**src/rtl/native_axi_pkg.sv**
```systemverilog
// Shared types and constants for the native-cache-line to AXI4 burst bridge.
package native_axi_pkg;

  typedef enum logic [2:0] {
    IDLE,
    WR_ADDR,
    WR_DATA,
    WR_RESP,
    RD_ADDR,
    RD_DATA,
    UPDATE
  } state_e;

  localparam logic [1:0] OP_WRITE   = 2'b10;
  localparam logic [1:0] OP_READ    = 2'b01;
  localparam logic [1:0] BURST_INCR = 2'b01;
  localparam logic [1:0] RESP_OKAY  = 2'b00;

  // Counter width that stays legal when only one beat exists.
  function automatic int cnt_width(input int n);
    return (n > 1) ? $clog2(n) : 1;
  endfunction

endpackage

```
**src/rtl/native_to_axi.sv**
```systemverilog
// Bridges one native cache-line request at a time onto fixed-length AXI4 INCR bursts;
// reads return the assembled line on the native update port.
module native_to_axi
  import native_axi_pkg::*;
#(
  parameter int ADDR_WIDTH = 32,
  parameter int DATA_WIDTH = 256,
  parameter int AXI_DW     = 64
) (
  input  logic                    clk,
  input  logic                    resetn,

  input  logic                    nat_request_valid,
  output logic                    nat_request_ready,
  input  logic [1:0]              nat_request_op,
  input  logic [ADDR_WIDTH-1:0]   nat_request_addr,
  input  logic [DATA_WIDTH-1:0]   nat_request_data,

  output logic                    nat_update_valid,
  input  logic                    nat_update_ready,
  output logic [DATA_WIDTH-1:0]   nat_update_data,

  output logic                    awvalid,
  input  logic                    awready,
  output logic [ADDR_WIDTH-1:0]   awaddr,
  output logic [7:0]              awlen,
  output logic [2:0]              awsize,
  output logic [1:0]              awburst,

  output logic                    wvalid,
  input  logic                    wready,
  output logic [AXI_DW-1:0]       wdata,
  output logic [AXI_DW/8-1:0]     wstrb,
  output logic                    wlast,

  input  logic                    bvalid,
  output logic                    bready,
  input  logic [1:0]              bresp,

  output logic                    arvalid,
  input  logic                    arready,
  output logic [ADDR_WIDTH-1:0]   araddr,
  output logic [7:0]              arlen,
  output logic [2:0]              arsize,
  output logic [1:0]              arburst,

  input  logic                    rvalid,
  output logic                    rready,
  input  logic [AXI_DW-1:0]       rdata,
  input  logic [1:0]              rresp,
  input  logic                    rlast,

  output logic                    bus_error
);

  localparam int BEATS    = DATA_WIDTH / AXI_DW;
  localparam int BEAT_W   = cnt_width(BEATS);
  localparam int OFFSET_W = $clog2(DATA_WIDTH / 8);

  localparam logic [BEAT_W-1:0]     LAST_BEAT = BEAT_W'(BEATS - 1);
  localparam logic [2:0]            AXI_SIZE  = 3'($clog2(AXI_DW / 8));
  localparam logic [ADDR_WIDTH-1:0] ADDR_MASK = ~ADDR_WIDTH'((64'd1 << OFFSET_W) - 64'd1);

  typedef logic [BEATS-1:0][AXI_DW-1:0] line_t;

  state_e                state_q, state_d;
  logic [BEAT_W-1:0]     beat_q,  beat_d;
  logic [ADDR_WIDTH-1:0] addr_q,  addr_d;
  line_t                 wline_q, wline_d;
  line_t                 rline_q, rline_d;
  logic                  err_q,   err_d;

  logic last_beat;
  assign last_beat = (beat_q == LAST_BEAT);

  always_comb begin
    // NOTE: every next-state signal gets its hold value first so no path leaves it unassigned (no latches).
    state_d = state_q;
    beat_d  = beat_q;
    addr_d  = addr_q;
    wline_d = wline_q;
    rline_d = rline_q;
    err_d   = err_q;

    case (state_q)
      IDLE: begin
        if (nat_request_valid) begin
          // Unknown ops are consumed here and simply dropped.
          case (nat_request_op)
            OP_WRITE: begin
              addr_d  = nat_request_addr & ADDR_MASK;
              wline_d = nat_request_data;
              state_d = WR_ADDR;
            end
            OP_READ: begin
              addr_d  = nat_request_addr & ADDR_MASK;
              wline_d = nat_request_data;
              state_d = RD_ADDR;
            end
            default: ;
          endcase
        end
      end

      WR_ADDR: if (awready) state_d = WR_DATA;

      WR_DATA: begin
        if (wready) begin
          if (last_beat) begin
            beat_d  = '0;
            state_d = WR_RESP;
          end else begin
            beat_d = beat_q + 1'b1;
          end
        end
      end

      WR_RESP: begin
        if (bvalid) begin
          if (bresp != RESP_OKAY) err_d = 1'b1;
          state_d = IDLE;
        end
      end

      RD_ADDR: if (arready) state_d = RD_DATA;

      RD_DATA: begin
        if (rvalid) begin
          rline_d[beat_q] = rdata;
          if ((rresp != RESP_OKAY) || (rlast != last_beat)) err_d = 1'b1;
          // The burst length is ours; rlast is only cross-checked, never trusted.
          if (last_beat) begin
            beat_d  = '0;
            state_d = UPDATE;
          end else begin
            beat_d = beat_q + 1'b1;
          end
        end
      end

      UPDATE: if (nat_update_ready) state_d = IDLE;

      default: state_d = IDLE;
    endcase
  end

  // NOTE: the line buffers are reset too so a stale line can never leak out after a reset.
  always_ff @(posedge clk or negedge resetn) begin
    if (!resetn) begin
      state_q <= IDLE;
      beat_q  <= '0;
      addr_q  <= '0;
      wline_q <= '0;
      rline_q <= '0;
      err_q   <= 1'b0;
    end else begin
      // NOTE: non-blocking assignments so every register samples the pre-edge values.
      state_q <= state_d;
      beat_q  <= beat_d;
      addr_q  <= addr_d;
      wline_q <= wline_d;
      rline_q <= rline_d;
      err_q   <= err_d;
    end
  end

  assign nat_request_ready = (state_q == IDLE);
  assign nat_update_valid  = (state_q == UPDATE);
  assign nat_update_data   = rline_q;

  assign awvalid = (state_q == WR_ADDR);
  assign awaddr  = addr_q;
  assign awlen   = 8'(BEATS - 1);
  assign awsize  = AXI_SIZE;
  assign awburst = BURST_INCR;

  assign wvalid  = (state_q == WR_DATA);
  assign wdata   = wline_q[beat_q];
  assign wstrb   = '1;
  assign wlast   = wvalid && last_beat;

  assign bready  = (state_q == WR_RESP);

  assign arvalid = (state_q == RD_ADDR);
  assign araddr  = addr_q;
  assign arlen   = 8'(BEATS - 1);
  assign arsize  = AXI_SIZE;
  assign arburst = BURST_INCR;

  assign rready  = (state_q == RD_DATA);

  assign bus_error = err_q;

endmodule
```
**config.mk**
```make
export PLATFORM = sky130hd
export DESIGN_NAME = native_to_axi
export DESIGN_NICKNAME = d
export VERILOG_FILES = /design/src/rtl/native_axi_pkg.sv /design/src/rtl/native_to_axi.sv
export SDC_FILE = /design/constraint.sdc
export NUM_CORES = 1
export LEC_CHECK = 0
export ABC_CLOCK_PERIOD_IN_PS = 2300
export CORE_AREA = 2 2 309 311
export CTS_CLUSTER_SIZE = 25
export DETAILED_ROUTE_END_ITERATION = 6
export DIE_AREA = 0 0 311 313
export GPL_ROUTABILITY_DRIVEN = 0
export PLACE_DENSITY = 0.56
export RECOVER_POWER = 25
export SETUP_SLACK_MARGIN = 0.15
export SLEW_MARGIN = 20
export SYNTH_ARGS = -nofsm -noshare
export SYNTH_HDL_FRONTEND = slang
export SYNTH_SLANG_ARGS = --single-unit
```
**constraint.sdc**
```tcl
create_clock -name clk -period 2.3 [get_ports clk]
set_input_delay 0.23 -clock clk [delete_from_list [all_inputs] [get_ports clk]]
set_output_delay 0.23 -clock clk [all_outputs]
set_load 0.05 [all_outputs]
```
# After elaboration in Yosys (flattened, before gate mapping)
# Cells that the tools add are included.
[totals] ff_bits=545 latch_bits=0 mem_bits_rw=0 mem_bits_ro=0 out_inout_bits=427 n_memories=0
[classes] n_addsub=1 n_mul=0 div=0 order_cmp=2 eq_ne=22 shifts=0 muxes=25 n_bitwise=0 n_reduce_logical=14
[op_table] operator="256-bit bitwise mux" n=1
[op_table] operator="64-bit binary-select mux with 2-bit select" n=1
[op_table] operator="64-bit demux with 2-bit select" n=1
[op_table] operator="64-bit 2-to-1 mux" n=2
[op_table] operator="3-bit 2-to-1 mux" n=9
[op_table] operator="3-bit case mux with 7 select lines" n=1
[op_table] operator="2-bit by 1-bit != test with 1-bit output, second input constant" n=8
[op_table] operator="10-bit AND reduction" n=1
[op_table] operator="3-bit equality test, second input constant" n=3
[op_table] operator="2-bit nonzero test" n=4
[op_table] operator="3-bit by 2-bit equality test with 1-bit output, second input constant" n=2
[op_table] operator="2-bit 2-to-1 mux" n=3
[op_table] operator="2-bit != test, second input constant" n=3
[op_table] operator="3-bit case mux with 2 select lines" n=1
[op_table] operator="3-bit AND reduction" n=2
[op_table] operator="5-bit AND reduction" n=1
[op_table] operator="2-bit equality test, second input constant" n=2
[op_table] operator="1-bit 2-to-1 mux" n=4
[op_table] operator="2-bit case mux with 2 select lines" n=1
[op_table] operator="3-bit by 1-bit equality test with 1-bit output, second input constant" n=1
[op_table] operator="3-bit zero test" n=1
[op_table] operator="2-bit by 3-bit less-than comparator with 1-bit output, second input constant" n=1
[op_table] operator="3-bit by 1-bit != test with 1-bit output, second input constant" n=1
[op_table] operator="2-bit by 1-bit adder with 2-bit output, second input constant" n=1
[op_table] operator="other kinds (8)" n=9

# Longest topological paths before layout
[logic_depth] word_depth=6 ltp_mapped=8 depth_no_buf=6

# Worst setup path before layout
# OpenSTA, ideal clock, no wires.
[synth_timing] path_type="register to register" startpoint="reg state_q[0]" endpoint="reg beat_q[1]" setup_time_ps=128 arrival_time_ps=2349 setup_slack_ps=-177 stages_incl_launch_ff=5 path_buffers=1 period_less_slack_ps=2477 path_cell_list="dfrtp_1 > clkbuf_1 > nor3_1 > a21oi_1 > mux2_1"
[synth_between] elab_chain_len=3 word_cells_on_any_way=7 classes_between="eq/ne: 4; mux: 1; reduce/logical: 2"
[synth_rtl] item="from (decl)" line_no="native_to_axi.sv:66" text="state_e state_q, state_d;"
[synth_rtl] item="from (signal assigned)" line_no="native_to_axi.sv:158" text="state_q <= state_d;"
[synth_rtl] item="3-bit by 2-bit equality test with 1-bit output (*)"
[synth_rtl] item="named net wvalid" line_no="native_to_axi.sv:30" text="output logic wvalid,"
[synth_rtl] item="2-bit by 1-bit != test with 1-bit output (no line) / 2-bit nonzero test (equally long branches)"
[synth_rtl] item="3-bit AND reduction (no line)"
[synth_rtl] item="to (signal assigned)" line_no="native_to_axi.sv:159" text="beat_q <= beat_d;"
[synth_rtl] item="to (decl)" line_no="native_to_axi.sv:67" text="logic [BEAT_W-1:0] beat_q, beat_d;"
# Mark *: on every way through the listed nets, which the timed path passes. The rest lies on a longest branch.
# A chain may end at the register's enable or synchronous reset.

# Worst setup path in the final report
[layout_timing] startpoint="reg beat_q[0]" endpoint="out wdata[45]"
[layout_between] elab_chain_len=2
[layout_rtl] item="64-bit binary-select mux with 2-bit select" line_no="native_to_axi.sv:178" text="assign wdata = wline_q[beat_q];"
[layout_rtl] item="64-bit 2-to-1 mux (implied by the code)" line_no="native_to_axi.sv:178"
[layout_rtl] item="to (decl)" line_no="native_to_axi.sv:32" text="output logic [AXI_DW-1:0] wdata,"
# Every way passes these cells. The select of a mux whose other input is x is not followed.

==> metrics.md <==
| Metric | Value |
|---|---|
| Status | finished, violations left |
| Setup Skew | around 0.020 ns |
| Cells after Synth | between 1000 and 1500 |
| Synthesis-stage register bit count | 545 |
| Synth unique cells | 37 |
| Min-delay worst type | in2reg |
| Via count | 14661 |
| Syn Area/Cell | 17.1 um^2 |
| Vert. Die Dim | 313 um |
| Yosys top cell area share | 58.4% |
| Relative slew slack | -18.4% |
| Final Hold Violating Endpoints | 0 |
| Vias/cell | 4.19 |
| CTS tree | built |
| Fin. max-slew vios | 60 |
| Skew-Pair Late Insertion Delay | 0.61 ns |
| Initial Utilization | 24.8% |
| Worst EP required | 2.07 ns |
| Post-Synth Simple-Gate Area | less than 1% |
| Final core occ | 37.3% |
| Row count | 113 |
| Max Cap Viol | 1 |
| Slowest CP cell | mux4_2 |
| Vias in the first global route | 16546 |
| Mapped cell area | 0.0233 mm^2 |
| First-pass GRT wire length | about 110000 um |
| CORE AREA | 0.0942 mm^2 |
| Power consumption | 59200 uW |
| Routed WL | roughly 74000 um |
| Synth-to-layout area growth | 50.3% |
| Critical path class | reg2out |
| Synth area leader | dfrtp_1 |
| Asr flop ratio synth | 100% |
| Pwr dens | between 1500 and 2000 mW/mm^2 |
| RSZ-0062 raised after global routing | true |
| Violated checks | max-capacitance violations, max-slew violations, negative setup slack |
| Min Tclk post-route | 2.44 ns |
| Nets | 2555 |
| GR peak layer | met2 |
| Layout cells sized above 1 | between 20 and 25% |
| Setup ws final | -0.141 ns |
| Gr usage total | 15.0% |
| Max VDD drop | 1.05 mV |
| Antenna violation net count after detailed routing | 0 |
| DR iter-0 viols | 577 |
| TritonCTS Buffers | 66 |
| Root Buffer Master | clkbuf_16 |
| I/O Buffers | 745 |
| Top post-synthesis cells by area | dfrtp_1, mux2_1, mux2_4, mux4_2, buf_4 |
| Critical Path, Cell by Cell | buf_12 > buf_12 > buf_16 > mux4_2 > buf_6 |
| Yosys warns | 0 |
| Maximum clock rate | 410 MHz |
| Largest net degree at the start of global routing | 63 |
| Clk pin slew, worst setup/hold paths | ~0.060 ns |
| TritonRoute pass-1 iters | 4 |
| Seq/Total Area, Yosys | 58.4% |
| Arr. time, crit path | 2.21 ns |
| DRC errors left | 0 |
| Number of flops mapped to enable cells by yosys | 0 |
| Longest Clk Path Bufs | 3 |
| Placed Area | 0.0323 mm^2 |
| Hold slack | 0.212 ns |
| Met2 Use GR | ~25% |
| Final Cycle Share | 106% |
| Post-DP HPWL | 54900 um |
| Largest family of logic cells by synthesized area | multiplexers |
| # setup viols final | 57 |
| Met3 Track Usage GR | between 7 and 8% |
| Number of H-tree levels | 3 |
| Crit Path Max Fanout | 6 |
| CP dominant cell by count | buf_12 |
| Total congestion overflow | 0 |
| Post-layout instance area | approximately 0.035 mm^2 |
| Routing usage on met1 | between 10% and 20% |
| Startpoint types | flip-flop |
| Drt wl/cell | 21.1 um |
| Crit end category | output port |
| CP top delay family | buffers and inverters |
| Top Ports | 795 |
| Leakage | 0.0158 uW |
| Compound-gate portion of the synthesized area | 0.327% |
| Die area | 0.0973 mm^2 |
| Post-synthesis mux area share | between 30% and 40% |
| Buf/Inv on CP | 4 |
| Synth Area in Adders | 0.322% |
| Initial antenna violation count | 17 |
| Top FF cell, synth | dfrtp_1 |
| Setup TNS | -4.71 ns |
| Post-Synth XOR/XNOR Area | 0.0375% |
| Worst-Margin Slew | 1.78 ns |
| Slowest Stage Delay on Critical Path | 0.53 ns |
| CTS sink cnt | 545 |
| Die width | 311 um |
## synth_stat cells, types with 2 or more instances
master    count
mux4_2       64
mux2_4      180
nor2_1        8
inv_1         6
buf_1         2
conb_1        2
nand3_1       3
nand2b_1      2
buf_2        36
buf_6        25
nand2_4       3
dfrtp_1     545
a21oi_1       3
buf_4        74
mux2_1      361
o21ai_0       4
ha_1          6
nand2_1       4
clkbuf_1     10
and3_1        3
nor3b_1       4
## layout by cell type (no fill, tap or decap), drive strengths merged, types with 4 or more instances in the layout
master           n
clkinv           6
dlygate4sd2      4
conb            44
inv              8
clkdlybuf4s50  661
nor3b            4
clkbuf         112
mux2           542
ha               6
o21ai            4
nor2             8
nand2            7
mux4            64
buf            171
dlymetal6s2s     4
dfrtp          545
diode           10
## logic make-up after synthesis
family / count (synthesis)
AOI/OAI and AO/OA: 12
and+or+nand+nor: 36
other: 2
adders and majority gates: 6
DFF: 545
muxes: 606
buffers and inverters: 153
xor gates and xnor gates: 1
## through the flow
step           instances  setup WS [ns]
2_1_floorplan       1403          0.211
3_3_place_gp        3348         0.0792
3_5_place_dp        3348         0.0700
4_1_cts             3475         -0.260
5_1_grt             3491         -0.261
6_report            3495         -0.141
## repair_timing
item,CTS,global route
gates cloned,6,1
gates resized for setup,86,5
hold endpoints to repair,37,0
endpoints found under the setup margin,69,73
hold buffers,1,0
pin swaps,0,1
buffers inserted,13,9
## layer usage
layer / share of wire [%] / routed length (um)
met2: 49 / 36300
met4: 2.8 / 2050
met1: 38 / 27800
met5: 0.12 / 88
met3: 9.9 / 7280
## power breakdown
part           switching [uW]  internal [uW]
clock network            3980           6140
registers                2560          14100
logic                   19100          13300
## state kept, by name (all words and copies together), names as in the netlist
name and cells:
nat_update_data 256, araddr 27, state_q 3, wline_q 256, bus_error 1, beat_q 2
## worst paths after layout
path / startpoint / slack (ns) / to / cells past startpoint
setup / recovery: beat_q[0] / -0.14 / wdata[45] / 5
hold / removal: nat_request_data[117] / 0.21 / wline_q[117] / 2
setup reg to reg: state_q[1] / 0.29 / nat_update_data[149] / 5
hold reg to reg: bus_error / 0.46 / bus_error / 1
max in group asynchronous: resetn / 0.18 / wline_q[78] / 3
min in group asynchronous: resetn / 0.64 / wline_q[44] / 2
## area by class of cell
type / count / area [um^2]
antenna: 10 / 25.0
clock buffer: 96 / 1980
clock inverter: 11 / 115
fill: 8922 / 59100
inverter: 6 / 22.5
multi-input combinational: 705 / 8810
sequential: 545 / 13600
tap: 1265 / 1580
timing repair buffer: 857 / 8900
Note: power is estimated with default switching activity, not from simulation.
